--- src/rtl/pipeline_ctrl.sv ---
// Pipeline run/step/halt controller with register-file preload and writeback port arbitration.
// Control outputs are Moore decodes of the state; the write port is a combinational mux.
module pipeline_ctrl #(
    parameter int unsigned NB_BITS = 32,
    parameter int unsigned NB_REG  = 5,
    parameter int unsigned NB_CYC  = 16,
    parameter logic [5:0]  HALT_OP = 6'b111111
) (
    input  logic               i_clk,
    input  logic               i_rst,
    input  logic [2:0]         i_cmd,
    input  logic               i_cmd_valid,
    output logic               o_cmd_ready,
    input  logic [NB_REG-1:0]  i_cmd_reg,
    input  logic [NB_BITS-1:0] i_cmd_data,
    input  logic [NB_BITS-1:0] i_instr,
    input  logic [NB_BITS-1:0] i_wb_data,
    input  logic [NB_REG-1:0]  i_reg_dst,
    input  logic               i_wb_rf_webn,
    output logic [NB_BITS-1:0] o_wb_data,
    output logic [NB_REG-1:0]  o_reg_dst,
    output logic               o_wb_rf_webn,
    output logic               o_pc_we,
    output logic               o_if_id_we,
    output logic               o_halted,
    output logic [2:0]         o_state,
    output logic [NB_CYC-1:0]  o_cycle_cnt,
    output logic               o_cmd_err,
    output logic               o_wb_conflict
);

    typedef enum logic [2:0] {
        ST_IDLE    = 3'd0,
        ST_PRELOAD = 3'd1,
        ST_RUN     = 3'd2,
        ST_STEP    = 3'd3,
        ST_HALT    = 3'd4
    } state_t;

    localparam logic [2:0] CMD_NOP     = 3'd0;
    localparam logic [2:0] CMD_RUN     = 3'd1;
    localparam logic [2:0] CMD_STEP    = 3'd2;
    localparam logic [2:0] CMD_HALT    = 3'd3;
    localparam logic [2:0] CMD_PRELOAD = 3'd4;
    localparam logic [2:0] CMD_CLEAR   = 3'd5;

    state_t               state, state_nxt;
    state_t               ret_state, ret_state_nxt;
    logic [NB_CYC-1:0]    cnt, cnt_nxt, cnt_inc;
    logic [NB_REG-1:0]    pre_reg, pre_reg_nxt;
    logic [NB_BITS-1:0]   pre_data, pre_data_nxt;
    logic                 err, err_nxt;
    logic                 accept;
    logic                 halt_op_hit;
    logic                 unused_instr;

    assign unused_instr = ^i_instr;
    assign halt_op_hit  = (i_instr[31:26] == HALT_OP);
    assign accept       = i_cmd_valid && o_cmd_ready;
    assign cnt_inc      = (cnt == {NB_CYC{1'b1}}) ? cnt : cnt + NB_CYC'(1);

    // State and datapath registers
    always_ff @(posedge i_clk or negedge i_rst) begin
        if (!i_rst) begin
            state     <= ST_IDLE;
            ret_state <= ST_IDLE;
            cnt       <= '0;
            pre_reg   <= '0;
            pre_data  <= '0;
            err       <= 1'b0;
        end else begin
            state     <= state_nxt;
            ret_state <= ret_state_nxt;
            cnt       <= cnt_nxt;
            pre_reg   <= pre_reg_nxt;
            pre_data  <= pre_data_nxt;
            err       <= err_nxt;
        end
    end

    // Next-state, counter and preload latch logic
    always_comb begin
        state_nxt     = state;
        ret_state_nxt = ret_state;
        cnt_nxt       = cnt;
        pre_reg_nxt   = pre_reg;
        pre_data_nxt  = pre_data;
        err_nxt       = 1'b0;
        case (state)
            ST_IDLE: begin
                if (accept) begin
                    case (i_cmd)
                        CMD_NOP, CMD_HALT: ;
                        CMD_RUN:   state_nxt = ST_RUN;
                        CMD_STEP:  state_nxt = ST_STEP;
                        CMD_PRELOAD: begin
                            state_nxt     = ST_PRELOAD;
                            ret_state_nxt = ST_IDLE;
                            pre_reg_nxt   = i_cmd_reg;
                            pre_data_nxt  = i_cmd_data;
                        end
                        CMD_CLEAR: cnt_nxt = '0;
                        default:   err_nxt = 1'b1;
                    endcase
                end
            end
            ST_PRELOAD: state_nxt = ret_state;
            ST_RUN: begin
                cnt_nxt = cnt_inc;
                if (halt_op_hit) state_nxt = ST_HALT;
                if (accept) begin
                    case (i_cmd)
                        CMD_NOP, CMD_RUN: ;
                        CMD_HALT:  state_nxt = ST_HALT;
                        CMD_CLEAR: cnt_nxt = '0;
                        default:   err_nxt = 1'b1;
                    endcase
                end
            end
            ST_STEP: begin
                cnt_nxt   = cnt_inc;
                state_nxt = ST_HALT;
            end
            ST_HALT: begin
                if (accept) begin
                    case (i_cmd)
                        CMD_NOP, CMD_HALT: ;
                        CMD_RUN:   state_nxt = ST_RUN;
                        CMD_STEP:  state_nxt = ST_STEP;
                        CMD_PRELOAD: begin
                            state_nxt     = ST_PRELOAD;
                            ret_state_nxt = ST_HALT;
                            pre_reg_nxt   = i_cmd_reg;
                            pre_data_nxt  = i_cmd_data;
                        end
                        CMD_CLEAR: begin
                            state_nxt = ST_IDLE;
                            cnt_nxt   = '0;
                        end
                        default:   err_nxt = 1'b1;
                    endcase
                end
            end
            default: state_nxt = ST_IDLE;
        endcase
    end

    // Moore decodes; the controller owns the register-file port only while preloading
    assign o_cmd_ready   = (state == ST_IDLE) || (state == ST_RUN) || (state == ST_HALT);
    assign o_pc_we       = (state == ST_RUN) || (state == ST_STEP);
    assign o_if_id_we    = o_pc_we;
    assign o_halted      = (state == ST_HALT);
    assign o_state       = state;
    assign o_cycle_cnt   = cnt;
    assign o_cmd_err     = err;
    assign o_wb_conflict = (state == ST_PRELOAD) && i_wb_rf_webn;
    assign o_wb_rf_webn  = (state == ST_PRELOAD) ? 1'b1     : i_wb_rf_webn;
    assign o_reg_dst     = (state == ST_PRELOAD) ? pre_reg  : i_reg_dst;
    assign o_wb_data     = (state == ST_PRELOAD) ? pre_data : i_wb_data;

endmodule

--- config.mk ---
export PLATFORM = sky130hd
export DESIGN_NAME = pipeline_ctrl
export DESIGN_NICKNAME = d
export VERILOG_FILES = /design/src/rtl/pipeline_ctrl.sv
export SDC_FILE = /design/constraint.sdc
export NUM_CORES = 1
export LEC_CHECK = 0
export ABC_AREA = 1
export CAP_MARGIN = 10
export CORE_MARGIN = 2
export CORE_UTILIZATION = 40
export CTS_CLUSTER_SIZE = 20
export DETAILED_ROUTE_END_ITERATION = 10
export PLACE_DENSITY = 0.92
export RECOVER_POWER = 50
export SLEW_MARGIN = 15
export SYNTH_ARGS = -nofsm -noshare
export SYNTH_HDL_FRONTEND = slang
export SYNTH_SLANG_ARGS = --single-unit
--- constraint.sdc ---
create_clock -name i_clk -period 1.9 [get_ports i_clk]
set_input_delay 0.38 -clock i_clk [delete_from_list [all_inputs] [get_ports i_clk]]
set_output_delay 0.38 -clock i_clk [all_outputs]
set_load 0.02 [all_outputs]
Word-level counts from Yosys, hierarchy flattened
Cells that the tools add are included.
{ "word_totals": {"in_bits": 113, "output_inout_bits": 63, "regBits": 60} }
{ "classes": {"n_mux": 27, "n_eq_ne": 19, "addsub": 1, "n_reduce_logical": 16} }
{ "ops": {"columns": ["cell", "n"], "rows": [
  ["$mux W16", 5],
  ["$pmux W16 S3", 1],
  ["$mux W32", 1],
  ["$mux W3", 9],
  ["$add A16 B1 Y16 const B", 1],
  ["$eq A16 B16 Y1 const B", 1],
  ["$pmux W3 S5", 1],
  ["$eq A3 B2 Y1 const B", 4],
  ["$pmux W3 S4", 1],
  ["$ne A2 B1 Y1 const B", 5],
  ["$eq A3 B3 Y1 const B", 3],
  ["$pmux W3 S3", 1],
  ["$eq A3 B1 Y1 const B", 2],
  ["$eq A6 B6 Y1 const B", 1],
  ["$logic_not A3 Y1", 2],
  ["$pmux W3 S2", 1],
  ["$reduce_and A3 Y1", 2],
  ["$reduce_or A6 Y1", 1],
  ["$mux W1", 5],
  ["$mux W5", 1],
  ["$ne A5 B1 Y1 const B", 1],
  ["$reduce_and A5 Y1", 1],
  ["$ne A4 B1 Y1 const B", 1],
  ["$reduce_and A4 Y1", 1],
  ["other kinds (8)", 11]
]} }

Longest topological paths before layout
{ "depth": {"ltp_word": 6, "depth_mapped": 10} }

Worst setup path after synthesis
OpenSTA, ideal clock, no wires.
{ "synth_path": {"path_type": "register to output", "startpoint": "register state[0] (netlist: o_state[0])", "endpoint": "output o_wb_data[10]", "n_path_buf": 2, "required_time_ns": 1.520, "t_arrival_ns": 1.350, "stages_incl_launch_ff": 7, "path_slack_ns": 0.170, "path_cell_list": "dfrtp_1 > inv_2 > nor3_1 > buf_2 > buf_2 > nand2_1 > nand2_1"} }
{ "synth_via": {"elab_chain_cells": 2} }
{ "synth_lines": {"columns": ["element", "line", "source"], "rows": [
  ["from (decl)", "47", "state_t state, state_nxt;"],
  ["from (signal assigned)", "72", "state <= state_nxt;"],
  ["$eq A3 B1 Y1", "159", "assign o_wb_data = (state == ST_PRELOAD) ? pre_data : i_wb_data;"],
  ["$mux W32", "159", null],
  ["to (decl)", "20", "output logic [NB_BITS-1:0] o_wb_data,"]
]} }
Every way passes these cells.

Final worst setup path
{ "layout_path": {"startpoint": "register state[2] (netlist: o_state[2])", "endpoint": "output o_reg_dst[4]"} }
{ "layout_via": {"elab_chain_cells": 2} }
{ "layout_lines": {"columns": ["element", "line", "source"], "rows": [
  ["$eq A3 B1 Y1", "158", "assign o_reg_dst = (state == ST_PRELOAD) ? pre_reg : i_reg_dst;"],
  ["$mux W5", "158", null],
  ["to (decl)", "21", "output logic [NB_REG-1:0] o_reg_dst,"]
]} }
Every way passes these cells.

==> flow_metrics.env <==
export IMPL_synth_seq_area_share=0.431
export IMPL_syn_avg_cell_area_sq_um=7.88
export IMPL_whs_ps=479
export IMPL_core_sq_um=8180
export IMPL_worstMarginPinSlew_ps=1480
export IMPL_syn_inst=427
export IMPL_clk_pin_slew_ps=60
export IMPL_cts_made_buffers=9
export IMPL_period_needed_ps=1950
export IMPL_startpoint_type="register"
export IMPL_required_ps=1520
export IMPL_clock_latency_ps=330
export IMPL_synthFlopType="dfrtp_1"
export IMPL_synth_nets=541
export IMPL_diodes=0
export IMPL_cts_sinks=58
export IMPL_arrival_ps=1570
export IMPL_grt_usage=0.226
export IMPL_finalClockSkew_ps=6.98
export IMPL_first_pass_iters=5
export IMPL_holdBufCountCts=0
export IMPL_avgRoutedWirePerCell_um=15.8
export IMPL_drt_wl_total_mm=11.2
export IMPL_yosysTopAreaCellShare=0.431
export IMPL_antenna_found_initial=0
export IMPL_synth_async_reset_ratio=1.00
export IMPL_final_cell_mix="nand2_1, clkdlybuf4s50_1, dfrtp_1"
export IMPL_grt_start_max_net_pins=59
export IMPL_worstRegToRegCells=7
export IMPL_violations="negative setup slack"
export IMPL_crit_chain="nor3_4, buf_6, inv_8, clkbuf_16, nand2_1, nand2_1, buf_6"
export IMPL_rsz0062_at_grt="true"
export IMPL_p_per_area_nw_per_um2=1030
export IMPL_io_pins=176
export IMPL_totalPowerFinal_w=0.00562
export IMPL_synth_area_leaders="dfrtp_1, nand2_1, mux2_2, nor2_1, inv_1"
export IMPL_grt_pass1_vias=3400
export IMPL_cp_end_kind="output port"
export IMPL_r2r_start="o_state[1]$_DFFE_PN0P_"
export IMPL_slowest_delay_ps=410
export IMPL_max_slew_margin=0.0115
export IMPL_hold_class="input pin to asynchronous set/reset pin"
export IMPL_gp_congestion=0.869
export IMPL_dieWidth_um=95.7
export IMPL_reg2reg_slack_ps=210
export IMPL_irDropWorstVdd_mv=0.764
export IMPL_synthesis_area_sq_um=3360
export IMPL_area_growth_syn_to_layout_pct=61.8
export IMPL_placed_area_sq_um=5110
export IMPL_report_final_hold_viol_count=0
export IMPL_final_common_cell="nand2_1"
export IMPL_final_area_sq_um=5450
export IMPL_ys_seq_elements=58
export IMPL_h_tree_depth=3
export IMPL_num_vias=3518
export IMPL_reg2reg_to="pre_data[25]$_DFFE_PN0P_"
export IMPL_die_area_sq_um=9160
export IMPL_finalSetupViolCount=31
export IMPL_gr_total_overflow=0
export IMPL_drc=0
export IMPL_numPortBuffers=149
export IMPL_cts_tree="done"
export IMPL_min_period_over_period=1.03
export IMPL_worstSetupPathType="register to output port"
export IMPL_crit_slowest_cell="dfrtp_1"
export IMPL_yosys_area_top_type="dfrtp_1"
export IMPL_cap_violations=0
export IMPL_drive_above_1_share=0.255
export IMPL_drv_slew=0
export IMPL_hpwl_mm=7.53
export IMPL_status="finished with violations"
export IMPL_largest_reg_flops=32
export IMPL_fmax_mhz=512
export IMPL_root_buffer="clkbuf_8"
export IMPL_drt_iter0_markers=78
export IMPL_synth_edf_count=0
export IMPL_die_h_um=95.7
export IMPL_yosysWarnings=0
export IMPL_setup_tns_ps=-807
export IMPL_clockBufferDepth=2
export IMPL_grt_first_pass_wirelength_mm=16.0
export IMPL_p_leak_nw=2.65
export IMPL_worstPathMaxFanout=7
export IMPL_start_util=0.412
export IMPL_place_ws_ps=-208
export IMPL_synth_cell_type_count=31
export IMPL_rows=33
export IMPL_ant_nets=0
export IMPL_nets=713
export IMPL_fin_ws_ps=-52.6
export IMPL_vias_per_cell=4.96
through the flow:
step	util	cells
after floorplan	-	427
after global placement	0.625	688
after detailed placement	0.625	688
after CTS	0.650	707
after global routing	0.666	709
final	0.666	709
timing repair:
item | 4_1_cts | 5_1_grt
endpoints found under the setup margin | 43 | 46
pin swaps | 1 | 2
setup buffers | 2 | 1
gates cloned | 1 | 3
gates resized for setup | 230 | 57
layout make-up:
type	count	area, sq um
Multi-Input combinational cell	319	1740
Timing Repair Buffer	176	1800
Clock buffer	13	139
Tap cell	105	131
Fill cell	606	2730
Inverter	35	139
Sequential cell	58	1450
Clock inverter	3	40.0
worst max-delay path: cells and delay by family (launching register included):
family	cells	cell delay (ps)
buffers and inverters	4	500
flip-flops	1	410
AND/OR/NAND/NOR	3	320
worst max path at each step:
stage                         end  slack, ps              startpoint  cells past startpoint
finish               o_reg_dst[4]        -50  o_state[2]$_DFFE_PN0P_                      7
global route        o_wb_data[10]       -130  o_state[2]$_DFFE_PN0P_                      7
CTS                 o_wb_data[12]        -70  o_state[0]$_DFFE_PN0P_                      7
detailed placement  o_wb_conflict       -210  o_state[2]$_DFFE_PN0P_                      5
global placement    o_wb_data[20]       -150  o_state[2]$_DFFE_PN0P_                      5
floorplan           o_wb_data[10]        170  o_state[0]$_DFFE_PN0P_                      6
cell families (layout without fill, tap and decap cells):
| kind of cell | after synthesis | count (layout) | share of synthesized area |
|---|---|---|---|
| mux | 37 | 37 | 0.133 |
| fa+ha+maj | 1 | 1 | 0.00372 |
| xor+xnor | 1 | 1 | 0.00260 |
| flops | 58 | 58 | 0.431 |
| simple gates | 265 | 265 | 0.334 |
| buf+inv | 50 | 227 | 0.0699 |
| compound gates | 15 | 15 | 0.0257 |
cell usage after synthesis (2+ instances only):
| cell | n |
|---|---|
| nand3b_1 | 2 |
| dfrtp_1 | 58 |
| o21ai_0 | 7 |
| buf_6 | 3 |
| a21oi_1 | 4 |
| o211ai_1 | 2 |
| clkbuf_1 | 2 |
| nor3_1 | 2 |
| nand2_1 | 183 |
| nand3_1 | 23 |
| nand2_2 | 3 |
| mux2_2 | 29 |
| nor2_1 | 39 |
| inv_1 | 32 |
| nor2_2 | 3 |
| mux2_4 | 8 |
| inv_2 | 3 |
| nor2_4 | 3 |
| nand4_1 | 2 |
| buf_2 | 8 |
power by group:
part / leakage (nW) / switching, W / internal, W
logic: 1.83 / 0.00126 / 0.00124
registers: 0.728 / 0.000346 / 0.00170
clock network: 0.0914 / 0.000474 / 0.000604
total: 2.65 / 0.00208 / 0.00355
metal layers:
layer	wire length, um	global-route usage	up-vias
met5	0	0	-
met4	251	0.0690	0
met3	947	0.0854	27
met2	5800	0.415	132
met1	4200	0.237	1672
li1	-	-	1687
(Power assumes the default switching activity.)
==> edit 1 (same settings) <==
The parameter `NB_BITS` goes from 32 to 36.
--- a/src/rtl/pipeline_ctrl.sv
+++ b/src/rtl/pipeline_ctrl.sv
@@ -2,5 +2,5 @@
 // Control outputs are Moore decodes of the state; the write port is a combinational mux.
 module pipeline_ctrl #(
-    parameter int unsigned NB_BITS = 32,
+    parameter int unsigned NB_BITS = 36,
     parameter int unsigned NB_REG  = 5,
     parameter int unsigned NB_CYC  = 16,
Interface: changed (resized i_cmd_data, i_instr, i_wb_data and o_wb_data); port bits go from 176 to 192. The function was not compared with the original's and may differ.
==> edit 1 against the unedited design <==
  * Clock skew rose by 0.00096 ns
  * Global-route usage rose by 1.9 points
  * Sequential share of layout area fell by 0.94 points
  * Wire length rose by 7.2%
  * Area after synthesis rose by 3.8%
  * Highest routed layer unchanged
  * Sequential power rose by 6%
  * Final area rose by 11%
  * Sequential cell count rose by 4
  * Cell count rose by 5.1%
  * Setup slack got worse by 0.081 ns
  * Total power rose by 12%
  * The flow finishes with violations (capacitance limit, slew limit, setup timing)
  * Critical endpoint is now o_wb_data[13]
==> edit 1: results (changes against the unedited design) <==
| Metric | Value |
|---|---|
| Part of the Yosys area used for sequential elements | `0.444 (+0.0131)` |
| Nets in the synthesized netlist | `566 (+4.6%)` |
| Mux contribution to synthesized area | `0.135 (+0.00272)` |
| Via Count | `3764 (+7.0%)` |
| Pre-CTS setup slack | `-0.233 ns (-0.0252 ns)` |
| Post-synthesis cell type count | `29 (-6.5%)` |
| # port buffers | `161 (+8.1%)` |
| Leakage power total | `2.90 nW (+9.8%)` |
| Sum of net half-perimeters after detailed placement | `7800 microns (+3.6%)` |
| Largest cells by area after synthesis | `sky130_fd_sc_hd__dfrtp_1 (44%), sky130_fd_sc_hd__nand2_1 (20%), sky130_fd_sc_hd__mux2_2 (12%)` |
| Synthesized-area fraction occupied by ao, oa, aoi and oai cells | `0.0297 (+0.00409)` |
| Clock tree skew after final layout | `0.00794 ns (+0.000957 ns)` |
| Placer's final routability congestion estimate | `0.957 (+10%)` |
| Max capacitance violation total | `1 (+1)` |
| Worst supply voltage drop on vdd | `0.831 mV (+8.7%)` |
| Share of cells above drive strength 1 | `0.331 (+0.0763)` |
| Number of optimization iterations in the first detailed-route pass | `5 (unchanged)` |
| Number of max-slew violations in the final report | `63 (+63)` |
| Post-cts gate resize count | `319 (+39%)` |
| Worst endpoint data arrival time | `1.65 ns (+0.08 ns)` |
| Initial drt markers | `107 (+37%)` |
| Violations in the final reports | `capacitance limit, slew limit, setup timing` |
| Total of endpoints with negative setup slack in the final report | `41 (+32%)` |
| Transition time of the tightest slew-check pin | `1.54 ns (+0.0556 ns)` |
| Post-CTS setup buffers | `5 (+3)` |
| Largest driver fanout on the critical path | `8 (+1)` |
| Number of flip-flops in the largest register | `36 (+13%)` |
| DRT Wirelength | `12000 microns (+7.2%)` |
| Leading post-synthesis cells by instance count | `sky130_fd_sc_hd__nand2_1 (188), sky130_fd_sc_hd__dfrtp_1 (62), sky130_fd_sc_hd__nor2_1 (41)` |
| Number of global-route vias before repair | `3937 (+16%)` |
| Parity-gate share of the synthesized area counting xor and xnor cells | `0 (-0.00260)` |
| Final-layout worst hold slack | `0.503 ns (+0.0237 ns)` |
| Met1 track demand over resource in global routing | `0.278 (+0.0402)` |
| Result of the run | `finished with violations` |
| Depth of the most critical reg-to-reg path | `9 (+2)` |
| Setup WS post-layout | `-0.133 ns (-0.0808 ns)` |
| Final-stage net count | `758 (+6.3%)` |
| Adder-cell share of the synthesized area | `0.00358 (-0.000135)` |
-- edit 1: cells by family after synthesis --
| group | Yosys count |
|---|---|
| AND/OR/NAND/NOR | 270 |
| flip-flops | 62 |
| buffers and inverters | 49 |
| multiplexers | 41 |
| adder cells (fa/ha/maj) | 1 |
| AO/OA/AOI/OAI | 17 |
-- edit 1: path summary, 6_finish.rpt --
kind                                 from              to
setup reg to reg           o_cycle_cnt[0]  o_cycle_cnt[0]
hold reg to reg              ret_state[2]    ret_state[2]
max in group asynchronous           i_rst    pre_data[32]
hold / removal                      i_rst     pre_data[4]
min in group i_clk           ret_state[2]    ret_state[2]
setup / recovery               o_state[2]   o_wb_data[13]
-- edit 1: power by group --
| part | total, mW | internal, mW | switching, mW |
|---|---|---|---|
| combinational | 2.63 | 1.35 | 1.28 |
| clock | 1.47 | 0.943 | 0.523 |
| sequential | 2.17 | 1.81 | 0.364 |
| total | 6.27 | 4.10 | 2.17 |
-- edit 1: metrics by stage --
step,setup TNS [ns],util,cells,instance area (sq um)
after floorplan,0,-,440,3490
after global placement,-7.10,0.633,723,5440
after detailed placement,-10.49,0.633,723,5440
after CTS,-4.17,0.692,744,5950
after global routing,-8.34,0.702,745,6030
final,-3.50,0.702,745,6030
-- edit 1: cell type report --
cell class / instances / area, sq um
clock buffer: 11 / 151
sequential: 62 / 1550
inverter: 34 / 135
timing repair buffer: 196 / 2030
fill: 584 / 2560
multi-input combinational: 329 / 1920
tap: 108 / 135
clock inverter: 5 / 105
-- edit 1: per-layer routing --
layer	wire length, microns	vias up
li1	-	1767
met1	4590	1790
met2	6380	181
met3	787	26
met4	246	0
met5	0	-
-- edit 1: worst max-delay path: cells and delay by family (launching register included) --
kind	cells	cell delay (ns)
buffers and inverters	4	0.50
AND/OR/NAND/NOR	3	0.39
flip-flops	1	0.41
==> edit 2 (config.mk and constraints unchanged) <==
Without the edit above. Put one more register stage on the output `o_cycle_cnt`, cleared by the reset. The value now appears one clock later. The other outputs are not delayed to match.
--- a/src/rtl/pipeline_ctrl.sv
+++ b/src/rtl/pipeline_ctrl.sv
@@ -152,5 +152,11 @@
     assign o_halted      = (state == ST_HALT);
     assign o_state       = state;
-    assign o_cycle_cnt   = cnt;
+    always_ff @(posedge i_clk or negedge i_rst) begin
+        if (!i_rst) begin
+            o_cycle_cnt <= '0;
+        end else begin
+            o_cycle_cnt <= cnt;
+        end
+    end
     assign o_cmd_err     = err;
     assign o_wb_conflict = (state == ST_PRELOAD) && i_wb_rf_webn;
Check against the original RTL: not equivalent (Yosys sat finds a counterexample within 4 cycles, from zero or initial values and one cycle with i_rst low).
==> edit 2 against the unedited design <==
  * Maximum frequency fell by 7.9%
  * Total power rose by 19%
  * Setup slack got worse by 0.17 ns
  * Largest cell class unchanged
  * Global-route usage up 0.88 points
  * Die area increased by 9.3%
  * Final area grew 16%
  * Area after synthesis grew 9.7%
  * Via count increased by 8.7%
  * Wire length increased by 17%
  * The run still ends with setup timing left
  * Sequential cell count is 16 higher
==> edit 2: results (changes against the unedited design) <==
| Metric | Value |
|---|---|
| Result of the run | `finished with violations` |
| Violations in the final reports | `setup timing` |
| Met3 wire length | `1050 microns (+11%)` |
| Global routing met3 resource utilization | `0.0529 (-0.0324)` |
| Detailed-route vias per instance | `5.35 (+7.9%)` |
| Final-layout worst hold slack | `0.419 ns (-0.0605 ns)` |
| Largest driver fanout on the critical path | `6 (-1)` |
| Met2 wire len | `6890 microns (+19%)` |
| Share of cells above drive strength 1 | `0.406 (+0.151)` |
| Sum of net half-perimeters after detailed placement | `7470 microns (-0.82%)` |
| Power of the sequential group | `2.60 mW (+27%)` |
| Worst endpoint data arrival time | `1.74 ns (+0.17 ns)` |
| Launch point of the worst reg-to-reg path | `cnt[0]` |
| GRT Overall Usage | `0.234 (+0.00881)` |
| Setup WS post-layout | `-0.220 ns (-0.167 ns)` |
| Worst min path class | `register to register` |
| Total of endpoints with negative setup slack in the final report | `39 (+26%)` |
| Met1 layer wirelength in the final routing | `4650 microns (+11%)` |
| Met2 Usage GRT | `0.443 (+0.0279)` |
| Proportion of power drawn by the clock network | `0.163 (-0.029)` |
| Leakage power total | `2.97 nW (+12%)` |
| Worst setup path endpoint | `o_wb_data[17]` |
| Post-CTS setup buffers | `9 (+7)` |
| Leading post-synthesis cells by instance count | `sky130_fd_sc_hd__nand2_1 (161), sky130_fd_sc_hd__dfrtp_1 (74), sky130_fd_sc_hd__nor2_1 (30)` |
| Number of buffers inserted by hold repair at cts | `1 (+1)` |
| Placer's final routability congestion estimate | `0.866 (-0.32%)` |
| Number of optimization iterations in the first detailed-route pass | `4 (-1)` |
| Setup slack on the worst flop-to-flop path | `0.15 ns (-0.06 ns)` |
| Wire length of the first global-routing pass | `18200 microns (+14%)` |
| Clock insertion delay at the later pin of the skew report | `0.36 ns (+0.03 ns)` |
| Pre-CTS setup slack | `-0.212 ns (-0.00415 ns)` |
| Detailed-route wire length per cell | `18.4 microns (+16%)` |
| Nets in the synthesized netlist | `527 (-2.6%)` |
## edit 2: cell types whose count changed after synthesis, sizes merged, moves of 4 or more
cell   before  now
nand2     187  163
dfrtp      58   74
inv        35   24
nand3      24   15
nor2       45   39
nand4       3    8
o21ai       7   12
nor3        3    7
## edit 2: area by class of cell
class                           instances  area (sq um)
Clock buffer                           10           128
Clock inverter                          6          42.5
Fill cell                             607          2790
Inverter                               24           103
Multi-Input combinational cell        301          2020
Sequential cell                        74          1850
Tap cell                              111           139
Timing Repair Buffer                  188          2030
## edit 2: logic make-up after synthesis
logic type | Yosys count | synth area share
compound gates | 26 | 0.0461
mux | 37 | 0.121
xor+xnor | 3 | 0.00712
fa+ha+maj | 1 | 0.00339
buf+inv | 38 | 0.0481
simple gates | 234 | 0.273
flops | 74 | 0.502
## edit 2: worst max-delay path: cells and delay by family, from the launching register on
kind	cells	cell delay, ns
buffers and inverters	5	0.61
flip-flops	1	0.42
AND/OR/NAND/NOR	3	0.36
